--- config.mk ---
export PLATFORM = sky130hd
export DESIGN_NAME = router_output_allocator
export DESIGN_NICKNAME = d
export VERILOG_FILES = /design/src/rtl/router_output_allocator.sv
export SDC_FILE = /design/constraint.sdc
export NUM_CORES = 1
export LEC_CHECK = 0
export BUFFER_PORTS_ARGS = -buffer_cell sky130_fd_sc_hd__clkbuf_2
export CORE_AREA = 2 2 96 98
export DETAILED_ROUTE_END_ITERATION = 10
export DIE_AREA = 0 0 98 100
export PLACE_DENSITY = 0.47
export SKIP_LAST_GASP = 1
export SYNTH_ARGS = -nofsm -noshare
export SYNTH_HDL_FRONTEND = slang
export SYNTH_SLANG_ARGS = --single-unit
--- constraint.sdc ---
create_clock -name clk -period 4.1 [get_ports clk]
set_input_delay 0.205 -clock clk [delete_from_list [all_inputs] [get_ports clk]]
set_output_delay 0.205 -clock clk [all_outputs]
set_load 0.02 [all_outputs]
--- src/rtl/router_output_allocator.sv ---
`default_nettype none
// +----------------------------------------------------------------------------+
// | router_output_allocator                                                    |
// | Wormhole output allocator: round-robin between packets, credit-gated sends.|
// | Revision: 1.0                                                              |
// +----------------------------------------------------------------------------+
module router_output_allocator #(
  parameter int NUM_INPUTS        = 5,
  parameter int FLIT_BUFFER_DEPTH = 4,
  localparam int IDX_W            = $clog2(NUM_INPUTS),
  localparam int CRD_W            = $clog2(FLIT_BUFFER_DEPTH + 1)
) (
  input  logic                  clk,
  input  logic                  rst_n,
  input  logic [NUM_INPUTS-1:0] req_valid,
  input  logic [NUM_INPUTS-1:0] req_tail,
  input  logic                  credit_in,
  output logic [NUM_INPUTS-1:0] grant,
  output logic                  send_out,
  output logic [IDX_W-1:0]      owner_idx,
  output logic                  locked,
  output logic [CRD_W-1:0]      credits,
  output logic                  credit_err
);

  typedef enum logic [0:0] {
    IDLE   = 1'b0,
    LOCKED = 1'b1
  } state_t;

  localparam logic [IDX_W:0]   c_num_inputs = (IDX_W + 1)'(NUM_INPUTS);
  localparam logic [IDX_W-1:0] c_last_idx   = IDX_W'(NUM_INPUTS - 1);
  localparam logic [CRD_W-1:0] c_depth      = CRD_W'(FLIT_BUFFER_DEPTH);

  state_t                r_state, w_state_nxt;
  logic [IDX_W-1:0]      r_rr_ptr, w_rr_nxt;
  logic [IDX_W-1:0]      r_owner, w_owner_nxt;
  logic [CRD_W-1:0]      r_credits;
  logic                  r_credit_err;
  logic [NUM_INPUTS-1:0] w_grant;
  logic                  w_found;
  logic [IDX_W-1:0]      w_winner;
  logic [IDX_W:0]        w_cand;
  logic                  w_can_send;
  logic                  w_send;

  // Pointer advance stays inside 0..NUM_INPUTS-1 even when that is not a power of two.
  function automatic logic [IDX_W-1:0] f_inc(input logic [IDX_W-1:0] idx);
    return (idx == c_last_idx) ? '0 : idx + 1'b1;
  endfunction

  // Grants are forced low while reset is asserted so nothing is consumed during reset.
  assign w_can_send = rst_n && (r_credits != '0);

  always_comb begin
    w_found  = 1'b0;
    w_winner = '0;
    w_cand   = '0;
    for (int k = 0; k < NUM_INPUTS; k++) begin
      w_cand = {1'b0, r_rr_ptr} + (IDX_W + 1)'(k);
      if (w_cand >= c_num_inputs) w_cand = w_cand - c_num_inputs;
      if (!w_found && req_valid[w_cand[IDX_W-1:0]]) begin
        w_found  = 1'b1;
        w_winner = w_cand[IDX_W-1:0];
      end
    end
  end

  always_comb begin
    w_grant     = '0;
    w_state_nxt = r_state;
    w_rr_nxt    = r_rr_ptr;
    w_owner_nxt = r_owner;
    case (r_state)
      IDLE: begin
        if (w_found && w_can_send) begin
          w_grant[w_winner] = 1'b1;
          w_owner_nxt       = w_winner;
          if (req_tail[w_winner]) w_rr_nxt = f_inc(w_winner);
          else                    w_state_nxt = LOCKED;
        end
      end
      LOCKED: begin
        // Bubbles and credit starvation simply hold the lock.
        if (req_valid[r_owner] && w_can_send) begin
          w_grant[r_owner] = 1'b1;
          if (req_tail[r_owner]) begin
            w_state_nxt = IDLE;
            w_rr_nxt    = f_inc(r_owner);
          end
        end
      end
      default: w_state_nxt = IDLE;
    endcase
  end

  assign w_send = |w_grant;

  always_ff @(posedge clk or negedge rst_n) begin
    if (!rst_n) begin
      r_state      <= IDLE;
      r_rr_ptr     <= '0;
      r_owner      <= '0;
      r_credits    <= c_depth;
      r_credit_err <= 1'b0;
    end else begin
      r_state  <= w_state_nxt;
      r_rr_ptr <= w_rr_nxt;
      r_owner  <= w_owner_nxt;
      if (w_send && !credit_in) begin
        r_credits <= r_credits - 1'b1;
      end else if (credit_in && !w_send) begin
        if (r_credits == c_depth) r_credit_err <= 1'b1;
        else                      r_credits    <= r_credits + 1'b1;
      end
    end
  end

  assign grant      = w_grant;
  assign send_out   = w_send;
  assign owner_idx  = r_owner;
  assign locked     = (r_state == LOCKED);
  assign credits    = r_credits;
  assign credit_err = r_credit_err;

endmodule
`default_nettype wire

## Word-level counts from Yosys, hierarchy flattened

Cells that the tools add are included.

| storage, ports and cells | value |
|---|---|
| register bits | 11 |
| bits of input ports | 13 |
| output and inout port bits | 14 |
| word-level logic and storage cells | 119 |

| cells by class | value |
|---|---|
| add/sub/neg operators | 13 |
| $lt $le $gt $ge | 14 |
| equal/unequal tests | 8 |
| mux-type cells | 53 |
| bitwise gates (word level) | 2 |
| reductions and logical operators | 24 |

Operators by type and width:

| operator | number |
|---|---|
| 2-to-1 mux 3 bit | 19 |
| < comparator 3 x 4 -> 1 bit, second input constant | 7 |
| binary-select mux 1 bit (select 3 bit) | 8 |
| 2-to-1 mux 1 bit | 19 |
| >= comparator 4 x 3 -> 1 bit, second input constant | 4 |
| subtractor 3 bit, second input constant | 5 |
| logical AND 1 bit | 11 |
| 2-to-1 mux 5 bit | 2 |
| one-hot mux 5 bit (2 select lines) | 1 |
| adder 3 x 1 -> 3 bit, second input constant | 3 |
| equality test 3 bit, second input constant | 3 |
| adder 3 x 2 -> 4 bit, second input constant | 2 |
| demux 1 bit (select 3 bit) | 2 |
| >= comparator 3 x 1 -> 1 bit, second input constant | 2 |
| zero test 1 bit | 6 |
| inequality test 2 bit, second input constant | 3 |
| one-hot mux 3 bit (2 select lines) | 1 |
| OR reduction 5 bit | 1 |
| adder 3 x 1 -> 4 bit, second input constant | 1 |
| adder 3 x 3 -> 4 bit, second input constant | 1 |
| inequality test 2 x 1 -> 1 bit, second input constant | 2 |
| AND reduction 2 bit | 2 |
| AND reduction 4 bit | 1 |
| >= comparator 3 bit, second input constant | 1 |
| 6 further kinds | 7 |

## Logic depth before layout (Yosys ltp)

Gate-level depths: netlist of the first run.

| logic depth | value |
|---|---|
| depth after elaboration | 28 |
| gate-level depth with buffers | 22 |
| mapped depth without buffers | 20 |

## Worst setup path after synthesis of the first run

Ideal clock, no wire load.

| timing | value |
|---|---|
| path type | register to register |
| start | register r_rr_ptr[1] |
| end | register r_credits[2] (netlist: credits[2]) |
| arrival | 4.133 ns |
| data required time | 4.014 ns |
| path slack | -0.119 ns |
| stages on the path, launching flop included | 23 |
| path buffers | 3 |
| cell sequence | dfrtp_1 -> buf_2 -> inv_1 -> ha_1 -> ha_1 -> buf_4 -> buf_4 -> nor2_1 -> a21oi_2 -> o311ai_1 -> nor4_4 -> nor2_1 -> nand4_1 -> and2_1 -> nand2_1 -> nand2_1 -> ha_1 -> inv_1 -> fa_1 -> nor3_1 -> a21oi_1 -> o21ai_0 -> o31ai_1 |

| on the way | value |
|---|---|
| cells in the longest elaborated chain, start to end | 28 |
| elaborated cells on any way between the ends | 63 |

Ends and longest elaborated chain:

| item | RTL line | source |
|---|---|---|
| start, declared | 36 | `logic [IDX_W-1:0] r_rr_ptr, w_rr_nxt;` |
| start signal, assigned | 108 | `r_rr_ptr <= w_rr_nxt;` |
| branches (longest 21 deep; another with adder 3 x 1 -> 4 bit) | n/a |  |
| 2-to-1 mux 5 bit (*) | 76 | `if (w_found && w_can_send) begin` |
| one-hot mux 5 bit (2 select lines) (*) | 74 | `case (r_state)` |
| OR reduction 5 bit (*) | 97 | `assign w_send = \|w_grant;` |
| via send_out | 19 | `output logic send_out,` |
| zero test 1 bit | 112 | `end else if (credit_in && !w_send) begin` |
| logical AND 1 bit | 112 |  |
| nonzero test 2 bit (no line) | n/a |  |
| AND reduction 2 bit (no line) | n/a |  |
| end signal, assigned | 104 | `r_credits <= c_depth;` |
| end signal, assigned | 111 | `r_credits <= r_credits - 1'b1;` |
| end signal, assigned | 114 | `else r_credits <= r_credits + 1'b1;` |
| end, declared | 38 | `logic [CRD_W-1:0] r_credits;` |

Mark *: on every way through the listed nets, which the timed path passes. The select of a mux whose other input is x is not followed.
A chain may end at the register's enable or synchronous reset.

## Worst setup path after layout of the first run

| timing | value |
|---|---|
| start | register r_rr_ptr[0] |
| end | register r_rr_ptr[2] |

| on the way | value |
|---|---|
| cells in the longest elaborated chain, start to end | 22 |
| elaborated cells on any way between the ends | 59 |

Ends and longest elaborated chain:

| item |
|---|
| branches (longest 22 deep; another with adder 3 x 1 -> 4 bit) |

Several ways; the timed one is not identified. The select of a mux whose other input is x is not followed.

==> impl_metrics.json, run 1 <==
{
  "cp_max_fo": 12,
  "antenna_cells": 0,
  "relSlewSlack_pct": 68.8,
  "cts-root-buf": "clkbuf_8",
  "yosys_most_used_dff": "dfrtp_1",
  "fin_crit_ns": 3.90,
  "rsz0062_at_grt": "true",
  "grt_antenna_before_repair": 0,
  "ys_seq_area_share_pct": 13.0,
  "port_buffers": 26,
  "totalWireLength_um": 6490,
  "gp_congestion": 0.887,
  "worst_pin_slew_ns": 0.463,
  "yosysMostFrequentCell": "nand2_1",
  "yosys.area.top_type_share_pct": 11.8,
  "reg2regPathDepth": 14,
  "hp-class": "input pin to flop",
  "wire_per_inst_um": 15.4,
  "first_global_vias": 2209,
  "status": "finished clean",
  "synth_top_area_cell": "dfrtp_1",
  "async_flop_share_pct": 100,
  "insertion_delay_ns": 0.23,
  "worst-setup-path-type": "flop to flop",
  "synthTopCellsByArea": "dfrtp_1 12%, ha_1 8.2%, mux2i_1 8.0%",
  "yosys_warnings": 0,
  "crit_end": "r_rr_ptr[2]",
  "chipWidth_um": 98,
  "finalSetupViolations": 0,
  "clkTransAtPathRegs_ns": 0.05,
  "dieArea_um2": 9800,
  "grt_max_degree": 27,
  "drt.antenna.violating_nets": 0,
  "synth_commonest_cells": "24 x nand2_1, 19 x a21oi_1, 19 x nor2_1",
  "syn_area_um2": 2120,
  "die_height_um": 100,
  "synthDistinctLibCells": 69,
  "worst_slack_ns": 0.205,
  "cts_buffer_depth": 2,
  "max_stage_delay_ns": 0.38,
  "track_usage_pct": 13.3,
  "cts_buffers": 3,
  "first_pass_iters": 4,
  "drc_errors": 0,
  "reg2reg_to": "r_rr_ptr[2]",
  "cp-startpoint": "r_rr_ptr[0]",
  "synth.avg_cell_area_um2": 7.75,
  "grt_first_pass_wirelength_um": 10900,
  "drive_gt1_share_pct": 28.6,
  "fill_cells": 988,
  "endpoint_kind": "flop",
  "coreArea_um2": 8890,
  "route.vias.total": 2229,
  "cts_tree": "yes",
  "maxSlewViolCount": 0,
  "hpwl_um": 5130,
  "final_nets": 341,
  "final_hold_viol_count": 0,
  "fin_crit_sh_pct": 95.0,
  "grt_overflow": 0,
  "cp.arrival_ns": 4.01,
  "synth_nets": 303,
  "ys_ff_latch": 11,
  "viasPerCell": 5.28,
  "area_delta_synth_final_pct": 22.7,
  "skew_ns": 0.00156,
  "clock_sinks": 11,
  "r2r_setup_slack_ns": 0.20,
  "max_freq_mhz": 257,
  "cp_cell_sequence": "inv_2 -> ha_2 -> ha_2 -> and2_1 -> a21oi_2 -> o311ai_2 -> nor4_4 -> mux2_2 -> a211o_1 -> o21ai_4 -> mux2_4 -> a221oi_4 -> o21bai_2 -> mux2_4",
  "cts.htree.levels": 1,
  "maxCapViolCount": 0,
  "ios": 27,
  "synthesis.instances": 274,
  "critical_path_required_ns": 4.22,
  "dp_slack_ns": 0.133,
  "first_iter_violations": 87,
  "critPathLaunchType": "flop",
  "cpMaxStageDelayCell": "dfrtp_1",
  "r2r-start": "r_rr_ptr[0]",
  "start_util_pct": 23.9,
  "fp-row-count": 35,
  "synth-edff-count": 0
}
repair_timing:
item / in CTS / in global routing
resized for setup: 0 / 15
endpoints found under the hold margin: 10 / 0
hold buffers: 1 / 0
endpoints found under the setup margin: 0 / 5
buffers inserted: 0 / 0
critical path, delay by kind of cell (launching register included):
family | cells | cell delay (ns)
compound gates | 6 | 1.23
fa+ha+maj | 2 | 0.54
flops | 1 | 0.38
simple gates | 2 | 0.47
buf+inv | 1 | 0.12
mux | 3 | 1.03
logic make-up (layout without fill, tap and decap cells):
logic type	after synthesis	count (layout)	share of synthesized area, %
and+or+nand+nor	91	91	22.7
AOI/OAI and AO/OA	90	90	31.2
buffers and inverters	37	74	8.01
muxes	26	26	13.7
adders and majority gates	16	16	10.1
DFF	11	11	13.0
xor gates and xnor gates	3	3	1.24
stage by stage:
stage               TNS [ns]  utilization, %  hold slack, ns  area, um2  instances
finish                     0            29.3           0.369       2610        422
global route         -0.0562            29.3           0.409       2610        422
detailed placement         0            27.8           0.103       2470        417
global placement           0            27.8          0.0993       2470        417
CTS                        0            28.4           0.371       2520        422
floorplan                  0               -         -0.0906       2130        274
registers in the layout, indices dropped and copies added (netlist names):
register	flops
credits	3
r_rr_ptr	3
owner_idx	3
credit_err	1
locked	1
layer usage:
metal  share of wire (%)  global-route usage [%]  wire length (um)
met2                  47                    22.9              3040
met4                0.15                    2.24                10
met1                  48                    18.2              3140
met3                 4.7                    1.46               302
met5                   0                       0                 0
worst min-delay path by stage:
stage / from / to / slack [ns] / cells after the start
global route: rst_n / owner_idx[1] / 0.41 / 2
global placement: rst_n / owner_idx[0] / 0.1 / 1
CTS: credit_in / credit_err / 0.37 / 3
finish: credit_in / credit_err / 0.37 / 3
floorplan: rst_n / credit_err / -0.09 / 0
detailed placement: rst_n / owner_idx[0] / 0.10 / 1
area by class of cell:
type	count	area [um2]	share of cell area, %
multi-input cells	226	1760	67.6
repair buffers	49	305	11.7
flip-flops and latches	11	277	10.6
well taps	111	139	5.33
inverters	21	78.8	3.02
clock buffers	4	45.0	1.73
cells in the final DEF, fill, tap and decap left out, types with 3 or more instances in the layout:
master and instances:
nor4_1 3, clkbuf_8 3, nand2_1 23, a21o_1 5, a21oi_1 18, mux2_2 5, clkbuf_2 26, o21ai_1 3
a211oi_1 7, mux2i_1 17, a211o_1 4, o21ai_0 10, ha_1 12, nand4_1 4, buf_4 22, inv_1 18
inv_2 3, nor2b_1 4, a21oi_2 3, nor2_1 19, nand3_1 4, dfrtp_1 10, nand2b_1 8, o22ai_1 5
nor3_1 8
Power of run 1 is not shown: default switching activity piles up to over one toggle a cycle in this logic, so the estimate is an artifact.
==> inputs of run 2 (changes only) <==
--- a/config.mk
+++ b/config.mk
@@ -6,10 +6,10 @@
 export NUM_CORES = 1
 export LEC_CHECK = 0
 export BUFFER_PORTS_ARGS = -buffer_cell sky130_fd_sc_hd__clkbuf_2
-export CORE_AREA = 2 2 96 98
+export CORE_AREA = 2 2 134 71
 export DETAILED_ROUTE_END_ITERATION = 10
-export DIE_AREA = 0 0 98 100
-export PLACE_DENSITY = 0.47
+export DIE_AREA = 0 0 136 73
+export PLACE_DENSITY = 0.48
 export SKIP_LAST_GASP = 1
 export SYNTH_ARGS = -nofsm -noshare
 export SYNTH_HDL_FRONTEND = slang
==> run 2 against run 1 <==
Die area up 1.3%; maximum frequency down 1.2%; sequential share of layout area down 0.39 points; flip-flop and latch count unchanged; via count up 0.22%; worst hold slack about the same; clock-buffer cell count unchanged; largest cell class unchanged; highest routed layer unchanged.
==> impl_metrics.json, run 2 (synthesis gave the netlist of run 1 again) <==
{
  "status": "finished clean",
  "antenna_cells": 0,
  "fin_crit_sh_pct": 96.2,
  "viasPerCell": 5.15,
  "dieArea_um2": 9930,
  "route.vias.total": 2234,
  "track_usage_pct": 15.4,
  "drive_gt1_share_pct": 30.7,
  "final_nets": 343,
  "die_height_um": 73,
  "cp_max_fo": 11,
  "clock_sinks": 11,
  "area_delta_synth_final_pct": 27.5,
  "fill_cells": 999,
  "fp-row-count": 25,
  "hp-class": "input pin to flop",
  "finalSetupViolations": 0,
  "grt_max_degree": 18,
  "worst_pin_slew_ns": 0.515,
  "cpMaxStageDelayCell": "ha_2",
  "maxSlewViolCount": 0,
  "grt_antenna_before_repair": 0,
  "gp_congestion": 0.894,
  "cts-root-buf": "clkbuf_16",
  "wire_per_inst_um": 16.7,
  "totalWireLength_um": 7270,
  "max_stage_delay_ns": 0.44,
  "first_iter_violations": 211,
  "relSlewSlack_pct": 65.6,
  "cts_buffer_depth": 2,
  "cts_tree": "yes",
  "max_freq_mhz": 254,
  "coreArea_um2": 8950,
  "rsz0062_at_grt": "false",
  "maxCapViolCount": 0,
  "grt_overflow": 0,
  "critPathLaunchType": "flop",
  "insertion_delay_ns": 0.24,
  "clkTransAtPathRegs_ns": 0.04,
  "final_hold_viol_count": 0,
  "cts_buffers": 3,
  "first_global_vias": 2076,
  "endpoint_kind": "flop",
  "critical_path_required_ns": 4.22,
  "post-route-util_pct": 30.3,
  "cp.arrival_ns": 4.06,
  "drt.antenna.violating_nets": 0,
  "port_buffers": 26,
  "crit_top_cell": "mux2_2",
  "grt_first_pass_wirelength_um": 11800,
  "hpwl_um": 5860,
  "first_pass_iters": 4,
  "final_cell_mix": "26 x clkbuf_2, 24 x buf_4, 23 x nand2_1, 19 x nor2_1",
  "drc_errors": 0,
  "fin_crit_ns": 3.94,
  "cp_cell_sequence": "inv_2 -> ha_1 -> ha_2 -> nor2_1 -> a21oi_2 -> o311ai_2 -> nor4_4 -> mux2_2 -> a211o_1 -> o21ai_2 -> mux2_2 -> a221oi_4 -> o21bai_4 -> mux2_4",
  "chipWidth_um": 136,
  "start_util_pct": 23.7,
  "final_common_cell": "clkbuf_2",
  "ios": 27,
  "worst-setup-path-type": "flop to flop",
  "cts.htree.levels": 1,
  "skew_ns": 0.000881
}
## run 2: timing repair
item,in CTS,in global routing
hold endpoints to repair,10,0
setup buffers,0,2
resized for setup,2,21
hold buffers,1,0
pin swaps,0,4
endpoints found under the setup margin,1,7
## run 2: worst paths after layout
kind,startpoint,endpoint,slack (ns),cells past startpoint
worst max-delay path,r_rr_ptr[0],r_rr_ptr[2],0.16,14
worst min-delay path,credit_in,credit_err,0.37,3
min in group asynchronous,rst_n,credits[0],0.40,2
worst max register to register,r_rr_ptr[0],r_rr_ptr[2],0.16,14
max in group asynchronous,rst_n,credits[2],3.42,2
worst min register to register,credit_err,credit_err,0.46,1
## run 2: metal layers
metal  up-vias  global-route usage (%)  routed length (um)
li1       1104                       -                   -
met5         -                       0                   0
met1      1064                    27.2                4220
met4         0                    1.04                   8
met2        64                    17.0                2440
met3         2                    4.38                 606
## run 2: worst max-delay path, delay by kind of cell (launching register included)
kind	cells	cell delay, ns
AOI/OAI and AO/OA	6	1.20
muxes	3	1.08
adders and majority gates	2	0.65
and+or+nand+nor	2	0.49
DFF	1	0.36
buffers and inverters	1	0.05
## run 2: metrics by stage
stage / hold WS (ns) / worst slack, ns / instance area [um2] / TNS [ns] / cells
finish: 0.370 / 0.157 / 2710 / 0 / 434
global route: 0.397 / 0.00988 / 2710 / 0 / 434
CTS: 0.371 / 0.0806 / 2570 / 0 / 432
detailed placement: 0.117 / -0.0391 / 2480 / -0.0391 / 427
global placement: 0.116 / -0.0859 / 2480 / -0.0859 / 427
floorplan: -0.0906 / 0.0251 / 2130 / 0 / 274
## run 2: layout make-up
class	count	area (um2)	share of cell area [%]
multi-input combinational	226	1800	66.5
timing repair buffer	51	320	11.8
sequential	11	277	10.2
tap	121	151	5.59
clock buffer	4	78.8	2.91
inverter	21	78.8	2.91
Power of run 2 is left out for the same reason.
==> inputs of run 3 (changes only) <==
--- a/config.mk
+++ b/config.mk
@@ -7,6 +7,7 @@
 export LEC_CHECK = 0
 export BUFFER_PORTS_ARGS = -buffer_cell sky130_fd_sc_hd__clkbuf_2
 export CORE_AREA = 2 2 134 71
+export CTS_BUF_LIST = sky130_fd_sc_hd__clkbuf_8
 export DETAILED_ROUTE_END_ITERATION = 10
 export DIE_AREA = 0 0 136 73
 export PLACE_DENSITY = 0.48
==> run 3 against run 2 <==
Sequential share of layout area rose by 0.13 points; worst hold slack got worse by 0.0024 ns; maximum frequency decreased by 0.38%; critical path depth is the same; clock skew about the same; via count is 0.94% lower; flip-flop and latch count stayed put; largest cell class unchanged; cell count is the same.
==> impl_metrics.json, run 3 (synthesis gave the netlist of run 1 again) <==
{
  "final_nets": 343,
  "drive_gt1_share_pct": 30.7,
  "dp_cells": 427,
  "cts-root-buf": "clkbuf_8",
  "first_pass_iters": 4,
  "skew_ns": 0.000868,
  "critical_path_required_ns": 4.22,
  "max_stage_delay_ns": 0.44,
  "grt_max_degree": 18,
  "path_depth": 14,
  "first_global_vias": 2078,
  "fin_crit_sh_pct": 96.5,
  "cts_buffer_depth": 2,
  "cts.htree.levels": 1,
  "port_buffers": 26,
  "layout.cells.non_filler": 434,
  "crit_end": "r_rr_ptr[2]",
  "worst-setup-path-type": "flop to flop",
  "coreArea_um2": 8950,
  "r2r-start": "r_rr_ptr[0]",
  "cp_cell_sequence": "inv_2 -> ha_1 -> ha_2 -> nor2_1 -> a21oi_2 -> o311ai_2 -> nor4_4 -> mux2_2 -> a211o_1 -> o21ai_2 -> mux2_2 -> a221oi_4 -> o21bai_4 -> mux2_4",
  "cp_max_fo": 11,
  "antenna_cells": 0,
  "viasPerCell": 5.10,
  "first_iter_violations": 273,
  "finalSetupViolations": 0,
  "rsz0062_at_grt": "false",
  "cts_buffers": 3,
  "drc_errors": 0,
  "cpMaxStageDelayCell": "ha_2",
  "dieArea_um2": 9930,
  "final_common_cell": "clkbuf_2",
  "finalSetupTns_ns": 0,
  "worst_pin_slew_ns": 0.504,
  "timing.critical_path.buf_inv": 1,
  "reg2reg_to": "r_rr_ptr[2]",
  "grt_overflow": 0,
  "fin_crit_ns": 3.96,
  "chipWidth_um": 136,
  "cts_tree": "yes",
  "ios": 27,
  "start_util_pct": 23.7,
  "r2r_setup_slack_ns": 0.14,
  "cp.arrival_ns": 4.08,
  "critPathLaunchType": "flop",
  "route.vias.total": 2213,
  "reg2regPathDepth": 14,
  "die_height_um": 73,
  "area_delta_synth_final_pct": 25.9,
  "drt.antenna.violating_nets": 0,
  "cp-startpoint": "r_rr_ptr[0]",
  "grt_first_pass_wirelength_um": 11800,
  "track_usage_pct": 15.3,
  "endpoint_kind": "flop",
  "hp-class": "input pin to flop",
  "relSlewSlack_pct": 66.3,
  "max_freq_mhz": 253,
  "insertion_delay_ns": 0.24,
  "fp-row-count": 25,
  "holdPathStages": 3,
  "totalWireLength_um": 7270,
  "crit_top_cell": "mux2_2",
  "maxCapViolCount": 0,
  "final_hold_viol_count": 0,
  "clkTransAtPathRegs_ns": 0.05,
  "final_cell_mix": "26 x clkbuf_2, 24 x buf_4, 23 x nand2_1, 19 x nor2_1, 19 x inv_1",
  "maxSlewViolCount": 0,
  "wire_per_inst_um": 16.7,
  "gp_congestion": 0.894,
  "hpwl_um": 5860,
  "crit_family": "compound AO/OA/AOI/OAI gates",
  "grt_antenna_before_repair": 0,
  "clock_sinks": 11,
  "status": "finished clean"
}
## run 3: layout make-up
class                      count  area (um2)
clock inverter                 1        3.75
sequential                    11         277
tap                          121         151
clock buffer                   3        41.3
multi-input combinational    226        1800
fill                        1005        6270
timing repair buffer          51         320
inverter                      21        78.8
## run 3: per-layer routing
metal | wire [um] | GRT usage, % | vias up
met2 | 2440 | 17.0 | 71
met5 | 0 | 0 | -
met4 | 12 | 1.04 | 0
met1 | 4220 | 27.2 | 1040
li1 | - | - | 1100
met3 | 591 | 4.17 | 2
## run 3: metrics by stage
stage	utilization (%)	setup slack (ns)	hold WS, ns	instance area [um2]
5_1_grt	29.9	0.00993	0.389	2670
6_report	29.9	0.142	0.367	2670
2_1_floorplan	-	0.0251	-0.0906	2130
4_1_cts	28.4	0.0794	0.366	2540
3_5_place_dp	27.7	-0.0391	0.117	2480
3_3_place_gp	27.7	-0.0859	0.116	2480
## run 3: repair_timing
| item | 4_1_cts | 5_1_grt |
|---|---|---|
| buffers inserted | 0 | 2 |
| endpoints found under the setup margin | 1 | 7 |
| hold buffers | 1 | 0 |
| pin swaps | 0 | 4 |
| resized for setup | 2 | 21 |
| hold endpoints to repair | 10 | 0 |
## run 3: how the worst min path moves through the flow
stage          startpoint          to  slack [ns]
2_1_floorplan       rst_n  credit_err       -0.09
3_3_place_gp        rst_n  credits[1]        0.12
3_5_place_dp        rst_n  credits[0]        0.12
4_1_cts         credit_in  credit_err        0.37
5_1_grt         credit_in  credit_err        0.39
6_report        credit_in  credit_err        0.37
## run 3: worst reg2reg max path: cells and delay by family (launching register included)
family	cells	cell delay, ns
AOI/OAI and AO/OA	6	1.21
adders and majority gates	2	0.65
buffers and inverters	1	0.05
DFF	1	0.37
muxes	3	1.08
and+or+nand+nor	2	0.50
Power of run 3 is left out for the same reason.
